[src/rtl/prog_mem_loader.sv]
// ---------------------------------------------------------------------------
// prog_mem_loader
//   Program memory with a byte-serial loader. After reset the memory is
//   zeroed one word per cycle (CLEAR). It then serves registered reads (RUN).
//   On request it accepts a program as a byte stream, most-significant byte
//   first, and packs the bytes into words (LOAD).
//
//   Optional feature: define PROG_MEM_PARITY_EN to store an even-parity bit
//   with every word and to flag parity mismatches on reads.
//
// Ports
//   clk       clock; all state changes on its rising edge
//   res       asynchronous active-high reset
//   pc        read address
//   rd_en     read request (RUN only); ir/ir_valid follow one cycle later
//   ir        registered instruction word; holds its value between reads
//   ir_valid  one-cycle pulse marking a new ir
//   ld_start  start a load at address 0 (RUN only)
//   ld_byte   load data byte
//   ld_valid  ld_byte valid
//   ld_ready  high in LOAD; a byte is accepted when ld_valid && ld_ready
//   ld_done   end of load (LOAD only)
//   busy      high in CLEAR or LOAD
//   ld_err    sticky load error: overflow or partial final word
//   par_err   read parity error pulse; constant 0 without parity
// ---------------------------------------------------------------------------
module prog_mem_loader #(
   parameter int PC_WIDTH = 8,
   parameter int IR_WIDTH = 16,
   parameter int CMD_CNT  = 64
) (
   input  logic                clk,
   input  logic                res,
   input  logic [PC_WIDTH-1:0] pc,
   input  logic                rd_en,
   output logic [IR_WIDTH-1:0] ir,
   output logic                ir_valid,
   input  logic                ld_start,
   input  logic [7:0]          ld_byte,
   input  logic                ld_valid,
   output logic                ld_ready,
   input  logic                ld_done,
   output logic                busy,
   output logic                ld_err,
   output logic                par_err
);

   localparam int NB     = IR_WIDTH / 8;
   localparam int BC_W   = (NB > 1) ? $clog2(NB) : 1;
   // One extra bit so the load address can reach CMD_CNT (the "full" mark).
   localparam int AW     = PC_WIDTH + 1;
   localparam int MEM_AW = (CMD_CNT > 1) ? $clog2(CMD_CNT) : 1;
`ifdef PROG_MEM_PARITY_EN
   localparam int MW     = IR_WIDTH + 1;
`else
   localparam int MW     = IR_WIDTH;
`endif

   typedef enum logic [1:0] {CLEAR, RUN, LOAD} state_t;

   state_t              state;
   logic [AW-1:0]       addr;
   logic [BC_W-1:0]     byte_cnt;
   logic [IR_WIDTH-1:0] shift;
   logic [MW-1:0]       mem [CMD_CNT];

   logic                addr_full;
   logic                byte_take;
   logic                word_last;
   logic                partial_after;
   logic [IR_WIDTH-1:0] word_next;
   logic                we;
   logic [MEM_AW-1:0]   wa;
   logic [IR_WIDTH-1:0] wd;
   logic                pc_in_range;
   logic [MW-1:0]       rd_raw;
   logic                rd_bad;

   // Both are pure decodes of the state register, so they are glitch-free
   // and take their reset values as soon as res asserts.
   assign busy     = (state != RUN);
   assign ld_ready = (state == LOAD);

   assign addr_full = (addr == AW'(CMD_CNT));
   assign byte_take = (state == LOAD) && ld_valid && !addr_full;
   assign word_last = (byte_cnt == BC_W'(NB - 1));
   assign word_next = (shift << 8) | IR_WIDTH'(ld_byte);
   // Byte count as it stands after this cycle's byte. ld_done uses it so
   // that a byte arriving together with ld_done is counted first.
   assign partial_after = byte_take ? !word_last : (byte_cnt != '0);

   assign pc_in_range = ({1'b0, pc} < AW'(CMD_CNT));
   assign rd_raw      = mem[pc[MEM_AW-1:0]];
`ifdef PROG_MEM_PARITY_EN
   assign rd_bad = pc_in_range && (^rd_raw);
`else
   assign rd_bad = 1'b0;
   assign par_err = 1'b0;
`endif

   // NOTE: every signal gets a default at the top of the block; otherwise
   // paths that do not assign it would infer a latch.
   always_comb begin
      we = 1'b0;
      wa = addr[MEM_AW-1:0];
      wd = '0;
      if (state == CLEAR) begin
         we = 1'b1;
      end else if (byte_take && word_last) begin
         we = 1'b1;
         wd = word_next;
      end
   end

   // NOTE: the memory array has no reset. CLEAR zeroes it after every reset,
   // which keeps it mappable to RAM.
   always_ff @(posedge clk) begin
      if (we) begin
`ifdef PROG_MEM_PARITY_EN
         mem[wa] <= {^wd, wd};
`else
         mem[wa] <= wd;
`endif
      end
   end

   always_ff @(posedge clk or posedge res) begin
      if (res) begin
         state    <= CLEAR;
         addr     <= '0;
         byte_cnt <= '0;
         shift    <= '0;
         ir       <= '0;
         ir_valid <= 1'b0;
         ld_err   <= 1'b0;
`ifdef PROG_MEM_PARITY_EN
         par_err  <= 1'b0;
`endif
      end else begin
         ir_valid <= 1'b0;
`ifdef PROG_MEM_PARITY_EN
         par_err  <= 1'b0;
`endif
         case (state)
            CLEAR: begin
               if (addr == AW'(CMD_CNT - 1)) begin
                  state <= RUN;
                  addr  <= '0;
               end else begin
                  addr <= addr + 1'b1;
               end
            end
            RUN: begin
               // A read issued together with ld_start still completes.
               if (rd_en) begin
                  ir_valid <= 1'b1;
                  ir       <= (pc_in_range && !rd_bad) ? rd_raw[IR_WIDTH-1:0] : '0;
`ifdef PROG_MEM_PARITY_EN
                  par_err  <= rd_bad;
`endif
               end
               if (ld_start) begin
                  state    <= LOAD;
                  addr     <= '0;
                  byte_cnt <= '0;
                  ld_err   <= 1'b0;
               end
            end
            LOAD: begin
               // Memory is full: bytes are dropped and flagged; no wrap.
               if (ld_valid && addr_full) ld_err <= 1'b1;
               if (byte_take) begin
                  shift <= word_next;
                  if (word_last) begin
                     byte_cnt <= '0;
                     addr     <= addr + 1'b1;
                  end else begin
                     byte_cnt <= byte_cnt + 1'b1;
                  end
               end
               if (ld_done) begin
                  state <= RUN;
                  if (partial_after) ld_err <= 1'b1;
               end
            end
            default: state <= CLEAR;
         endcase
      end
   end

endmodule

[config.mk]
export PLATFORM = sky130hd
export DESIGN_NAME = prog_mem_loader
export DESIGN_NICKNAME = d
export VERILOG_FILES = /design/src/rtl/prog_mem_loader.sv
export SDC_FILE = /design/constraint.sdc
export NUM_CORES = 1
export LEC_CHECK = 0
export BUFFER_PORTS_ARGS = -buffer_cell sky130_fd_sc_hd__buf_2
export CAP_MARGIN = 20
export CORE_AREA = 2 2 268 270
export DETAILED_ROUTE_END_ITERATION = 6
export DIE_AREA = 0 0 270 272
export PLACE_DENSITY = 0.76
export SLEW_MARGIN = 40
export SYNTH_ARGS = -nofsm -noshare
export SYNTH_HDL_FRONTEND = slang
export SYNTH_SLANG_ARGS = --single-unit
[constraint.sdc]
create_clock -name clk -period 4.7 [get_ports clk]
set_clock_uncertainty 0.2 [all_clocks]
set_input_delay 0.705 -clock clk [delete_from_list [all_inputs] [get_ports clk]]
set_output_delay 0.705 -clock clk [all_outputs]
set_load 0.1 [all_outputs]
==> key figures, run 1 <==
Logic synthesis
  – Syn. warnings: 0
  – Synthesized flop and latch total: 1,062
  – Ys async rst share: 3.578%
  – Top cells by area, synth: edfxtp_1 73%, mux4_2 7.9%, mux2i_1 6.3%
  – Area of the mapped netlist: 41,840 µm²
  – Synth cell types: 60
  – Cell taking the most area after synthesis: edfxtp_1
  – Number of synthesized flops with an enable pin: 1,024
  – Synthesized Nets: 2,119
  – Cells after Synth: 2,090
  – Per-instance average area after synthesis: 20.02 µm²
  – Yosys top cell area share: 73.49%
  – Register area share after synthesis: 75.76%
  – Most common flop cell mapped by yosys: edfxtp_1

Global route
  – Met2 Usage GRT: 40.47%
  – GRT busiest layer: met2
  – Met1 Track Usage GR: 38.88%
  – First-pass GRT wire length: 141.9 mm
  – Total track usage: 26.59%
  – Initial antenna violation count: 6
  – Vias in the first global route: 21,320
  – Met3 Resource Use GR: 5.924%
  – GRT overflow: 0
  – Largest net degree at the start of global routing: 65

Clock network
  – CTS tree: done
  – Clk root buf: clkbuf_16
  – Clock sinks: 1,062
  – Num CTS Buffers: 99
  – Clk pin slew, worst setup/hold paths: 0.06 ns
  – H-tree levels: 3
  – Clk_lat worst skew: 0.66 ns
  – Resize count post-CTS: 0
  – Max Root-Sink Buffers: 3

Routing
  – Wire per inst: 29.53 µm
  – Antenna Violating Nets Remaining: 0
  – Routed vias: 21,350
  – DRT Pass-1 Iters: 6
  – Drt total wl: 96.61 mm
  – DRC: 0
  – DR vias/cell: 6.526
  – Iter 0 DRT Violations: 3,097

Min path
  – Worst min-delay path class: in2reg
  – WHS Path Cells: 2

STA
  – Max-slew violations: 0
  – RSZ-0062 raised after global routing: false
  – Crit path time final: 3.922 ns
  – Final Hold Fails: 0
  – Setup Viol. Count Final: 0
  – Fin crit share: 83.44%
  – Slew at the pin closest to its max-slew limit: 0.9075 ns
  – Hold_ws: 0.1225 ns
  – Fmax: 255.0 MHz
  – Setup TNS: 0 ns
  – Slew Limit Headroom: 39.50%

Placed design
  – Routability cong.: 0.8238
  – Placed instance count: 3,087
  – HPWL Detailed: 56.01 mm
  – IO buf count: 41
  – Cell Area, Placed: 43,630 µm²

Power and ir drop
  – Worst IR Drop VDD: 0.3841 mV
  – Pint: 15,520 µW
  – Sw Share: 24.18%
  – Clk pwr share: 38.2%
  – Power share of the combinational group: 9.6%
  – Leak Pwr: 0.01739 µW
  – PwrDens: 437.1 nW/µm²
  – Switching power: 4950 µW
  – Seq pwr share: 52.2%

Floorplan
  – Core Box Area: 70,750 µm²
  – Die ar.: 73,440 µm²
  – Placement row count: 98
  – Num ports: 43
  – Starting Density: 59.14%
  – Chip Width: 270 µm
  – Die height: 272 µm

Setup path
  – CP Class: reg2reg
  – Startpoint Class: flip-flop
  – CP Capture Type: flip-flop
  – Worst r2r path cells: 10
  – Worst Path Arrival: 4.07 ns
  – Data required time of the critical path: 4.84 ns
  – CP Max Fanout: 14

Final layout
  – Nets: 2,268
  – Most frequent cells in the layout: 1,024 x edfxtp_1, 262 x mux2i_1, 147 x mux4_2
  – Area grow syn2layout: 11.94%
  – Filler cells: 4,408
  – Fraction of layout cells with a size suffix above 1: 22.46%
  – Flip-flop and latch area: 31,700 µm²
  – Final Cell Area: 46,840 µm²
  – Most common cell after layout, fill and taps aside: edfxtp_1
  – Finished Layout Cells: 3,272
  – Area of the multi-input gates: 9340 µm²

Job
  – Max-cap violation count: 0

Outcome
  – Outcome: complete, no violations
## cell usage after synthesis, types with 8 or more instances
library cell  count
a2111oi_0        14
a211oi_1          8
a21oi_1          35
a221o_1          16
a221oi_1         23
a22o_1           30
a22oi_1          32
and2_1           21
buf_2            41
buf_4            20
buf_6            25
clkbuf_1         24
dfrtp_1          38
edfxtp_1       1024
inv_1            11
mux2_2           20
mux2i_1         262
mux4_2          147
nand2_1          49
nor2_1           79
nor2b_1          21
o2111ai_1        15
o21ai_0          19
o22ai_1          16
## final cells by class
| cell class | instances | share of cell area (%) |
|---|---|---|
| Sequential cell | 1062 | 67.68 |
| Timing Repair Buffer | 168 | 2.936 |
| Multi-Input combinational cell | 897 | 19.94 |
| Clock buffer | 126 | 5.725 |
| Antenna cell | 2 | 0.01069 |
| Inverter | 11 | 0.08815 |
| Tap cell | 950 | 2.538 |
| Clock inverter | 56 | 1.082 |
## critical path, stage by stage (launching register included)
cell and delay [ns]:
dfrtp_1 0.56, or3_1 0.48, or3_1 0.19, and2_1 0.43, ha_1 0.28, nor2_1 0.07
nor2_1 0.23, nand3_1 0.14, buf_4 0.20, nor2_1 0.52, buf_4 0.33
## power by group through the flow
stage          Clock, µW  Combinational (µW)  Sequential, µW
5_1_grt             8270                2060           10700
3_5_place_dp           0                1940           10900
3_3_place_gp           0                1910           10900
6_report            7820                1960           10700
2_1_floorplan          0                 975           11300
4_1_cts             7900                1950           10700
## flip-flops by register name, summed over array words and instances (netlist names)
signal,flops
mem,1024
addr,9
byte_cnt,1
ir,16
ir_valid,1
state,2
shift,8
ld_err,1
## worst paths after layout
check	from	end	slack (ns)
min in group asynchronous	res	ld_err	0.55
setup reg to reg	addr[3]	mem[13][2]	0.78
max in group asynchronous	res	ir[8]	3.32
setup / recovery	addr[3]	mem[13][2]	0.78
hold reg to reg	shift[1]	shift[1]	0.30
hold / removal	ld_byte[3]	shift[3]	0.12
## layer usage
layer / vias to the layer above / routed length, µm
li1: 8927 / -
met1: 10940 / 37340
met2: 1326 / 44980
met3: 158 / 11710
met4: 4 / 2556
met5: - / 17
## kinds of logic (layout without fill, tap and decap cells)
group | after synthesis | after routing | synth area share [%]
flops | 1062 | 1062 | 75.76
fa+ha+maj | 7 | 7 | 0.2093
other cells | 1 | 3 | 0.008962
buf+inv | 131 | 361 | 2.054
simple gates | 201 | 201 | 2.294
compound gates | 255 | 255 | 4.743
xor+xnor | 1 | 1 | 0.02094
mux | 432 | 432 | 14.91
## metrics by stage
step / total power (µW) / util (%) / worst slack [ns]
3_5_place_dp: 12820 / 61.67 / 0.6463
4_1_cts: 20530 / 66.19 / 0.6564
6_report: 20470 / 66.20 / 0.7782
5_1_grt: 21040 / 66.20 / 0.4878
2_1_floorplan: 12240 / - / 0.6210
3_3_place_gp: 12770 / 61.63 / 0.009220
## repair_timing
| item | 4_1_cts | 5_1_grt |
|---|---|---|
| hold buffers | 1 | 0 |
| buffers inserted | 0 | 0 |
| hold endpoints to repair | 16 | 0 |
No activity file was read; power rests on OpenSTA's default activity.
==> run 2: changes to the inputs <==
Clock period 4.7 ns to 4.1 ns, I/O delays scaled along.
==> run 2 against run 1 <==
Clock-buffer cell count down 5. First-iteration DRC count decreased by 15%. Register-to-register slack worse by 0.18 ns. Critical endpoint is now mem[33][3].
==> key figures, run 2 (synthesis gave the netlist of run 1 again) <==
Global route
  – Total track usage: 27.82% (+1.2 points)
  – Vias in the first global route: 21,720 (+1.9%)
  – Largest net degree at the start of global routing: 87 (+34%)
  – GRT overflow: 0 (unchanged)
  – Initial antenna violation count: 2 (-4)
  – First-pass GRT wire length: 147.1 mm (+3.7%)

Final layout
  – Most common cell after layout, fill and taps aside: edfxtp_1
  – Largest reg by FF count: mem
  – Area of the multi-input gates: 9392 µm² (+0.55%)
  – Flip-flop and latch area: 31,700 µm² (unchanged)
  – Nets: 2,303 (+1.5%)
  – Fraction of layout cells with a size suffix above 1: 23.96% (+1.5 points)
  – Final Cell Area: 47,440 µm² (+1.3%)
  – Most frequent cells in the layout: 1,024 x edfxtp_1, 262 x mux2i_1, 147 x mux4_2
  – Max reg flops: 1,024 (unchanged)
  – Post-layout util: 67.05% (+0.84 points)
  – Largest regs: mem: 1024 flops, ir: 16 flops, addr: 9 flops
  – Area grow syn2layout: 13.37%
  – Antenna fix cells: 0 (-2)
  – Filler cells: 4,411 (+0.068%)

STA
  – Setup Viol. Count Final: 0 (unchanged)
  – Slew at the pin closest to its max-slew limit: 0.8197 ns (-0.08783 ns)
  – Fin crit share: 85.43% (+2.0 points)
  – RSZ-0062 raised after global routing: false
  – Slew Limit Headroom: 45.35% (+5.9 points)
  – Crit path time final: 3.503 ns (-0.4193 ns)
  – Final Hold Fails: 0 (unchanged)
  – Hold_ws: 0.03610 ns (-0.08645 ns)
  – Fmax: 285.5 MHz (+12%)
  – Setup TNS: 0 ns (unchanged)
  – Max-slew violations: 0 (unchanged)

Min path
  – Hold Path End: shift[4]
  – Worst min-delay path class: in2reg
  – Hold Startpoint: ld_byte[4]
  – WHS Path Cells: 2 (unchanged)

Setup path
  – Worst Path Arrival: 3.62 ns (-0.45 ns)
  – CP Class: reg2reg
  – Worst r2r path cells: 11 (+1)
  – CP Capture Type: flip-flop
  – Startpoint Class: flip-flop
  – Critical R2R Launch: addr[0]
  – Data required time of the critical path: 4.22 ns (-0.62 ns)
  – Flop-to-flop setup slack: 0.60 ns (-0.18 ns)
  – CP Max Fanout: 16 (+2)
  – Worst reg2reg endpoint: mem[33][3]

Placed design
  – Cell Area, Placed: 43,940 µm² (+0.71%)
  – HPWL Detailed: 57.20 mm (+2.1%)
  – Routability cong.: 0.8531 (+3.6%)
  – IO buf count: 41 (unchanged)

Floorplan
  – Core Box Area: 70,750 µm² (unchanged)
  – Starting Density: 59.14% (unchanged)
  – Placement row count: 98 (unchanged)
  – Chip Width: 270 µm (unchanged)
  – Die ar.: 73,440 µm² (unchanged)
  – Die height: 272 µm (unchanged)
  – Num ports: 43 (unchanged)

Routing
  – DRC: 0 (unchanged)
  – Wire per inst: 30.60 µm (+3.6%)
  – Routed vias: 21,640 (+1.3%)
  – Drt total wl: 101.2 mm (+4.8%)
  – DR vias/cell: 6.542 (+0.25%)
  – Antenna Violating Nets Remaining: 0 (unchanged)
  – DRT Pass-1 Iters: 5 (-1)
  – Iter 0 DRT Violations: 2,619 (-15%)

Outcome
  – Outcome: complete, no violations

Power and ir drop
  – PwrDens: 509.1 nW/µm² (+16%)
  – Leak Pwr: 0.01769 µW (+1.7%)
  – Pwr Total: 24,150 µW (+18%)
  – Worst IR Drop VDD: 0.5306 mV (+38%)

Clock network
  – CTS tree: done
  – Clk root buf: clkbuf_16
  – Num CTS Buffers: 102 (+3.0%)
  – Clk pin slew, worst setup/hold paths: 0.06 ns (about the same)
  – Max Root-Sink Buffers: 3 (unchanged)
  – Clock sinks: 1,062 (unchanged)
  – Clk_lat worst skew: 0.67 ns (about the same)
  – H-tree levels: 3 (unchanged)

Job
  – Max-cap violation count: 0 (unchanged)
-- run 2: cell types whose count changed in the layout (fill, tap and decap cells not counted), sizes merged --
cell / delta
inv: -2
clkbuf: -5
buf: +24
clkinv: +3
diode: -2
clkdlybuf4s18: +1
clkinvlp: +3
bufinv: +7
dlygate4sd3: +7
-- run 2: per-layer routing --
| layer | vias up | wire [µm] | part of all wire [%] | GRT usage [%] |
|---|---|---|---|---|
| met4 | 2 | 3317 | 3.3 | 10.01 |
| met1 | 11160 | 37440 | 37 | 37.91 |
| met5 | - | 7 | 0.0069 | 0 |
| met2 | 1307 | 48400 | 48 | 43.81 |
| met3 | 194 | 12060 | 12 | 7.599 |
| li1 | 8974 | - | - | - |
-- run 2: how the worst max path moves through the flow --
stage               cells past startpoint      from           to
floorplan                               9  state[0]   mem[0][10]
global placement                        9     pc[2]       ir[11]
detailed placement                     10     pc[2]       ir[12]
CTS                                    11   addr[0]   mem[32][3]
global route                           11   addr[0]  mem[13][13]
finish                                 11   addr[0]   mem[33][3]
-- run 2: cell type report --
cell class              count  share of cell area [%]
clock buffers             121                   5.708
clock inverters            67                   1.488
inverters                  11                 0.08704
multi-input cells         897                   19.80
flip-flops and latches   1062                   66.83
well taps                 950                   2.506
repair buffers            200                   3.585
-- run 2: metrics by stage --
stage,worst slack (ns),instances
after global placement,-1.275,3104
after detailed placement,0.3791,3112
after CTS,0.6681,3308
after global routing,0.3281,3308
after floorplan,0.02101,2090
final,0.5974,3308
-- run 2: worst max-delay path, cell delays in order (launching register included) --
cell and delay (ns):
dfrtp_1 0.47, inv_1 0.10, ha_1 0.21, nand3b_1 0.10, or3_1 0.12, and2_1 0.42
ha_1 0.28, nor2_1 0.07, nor2_1 0.25, nand2_1 0.37, nor2_1 0.20, buf_4 0.35
-- run 2: power breakdown --
part           leakage (µW)  internal (µW)  switching [µW]  total [µW]
logic               0.00464            639            1690        2330
clock network       0.00167           5640            3930        9570
registers            0.0114          12100             190       12200
total                0.0177          18300            5810       24100
-- run 2: what timing repair did --
item,4_1_cts,5_1_grt
buffers inserted,0,0
endpoints found under the setup margin,0,0
hold buffers,8,0
hold endpoints to repair,45,0
gates resized for setup,0,0
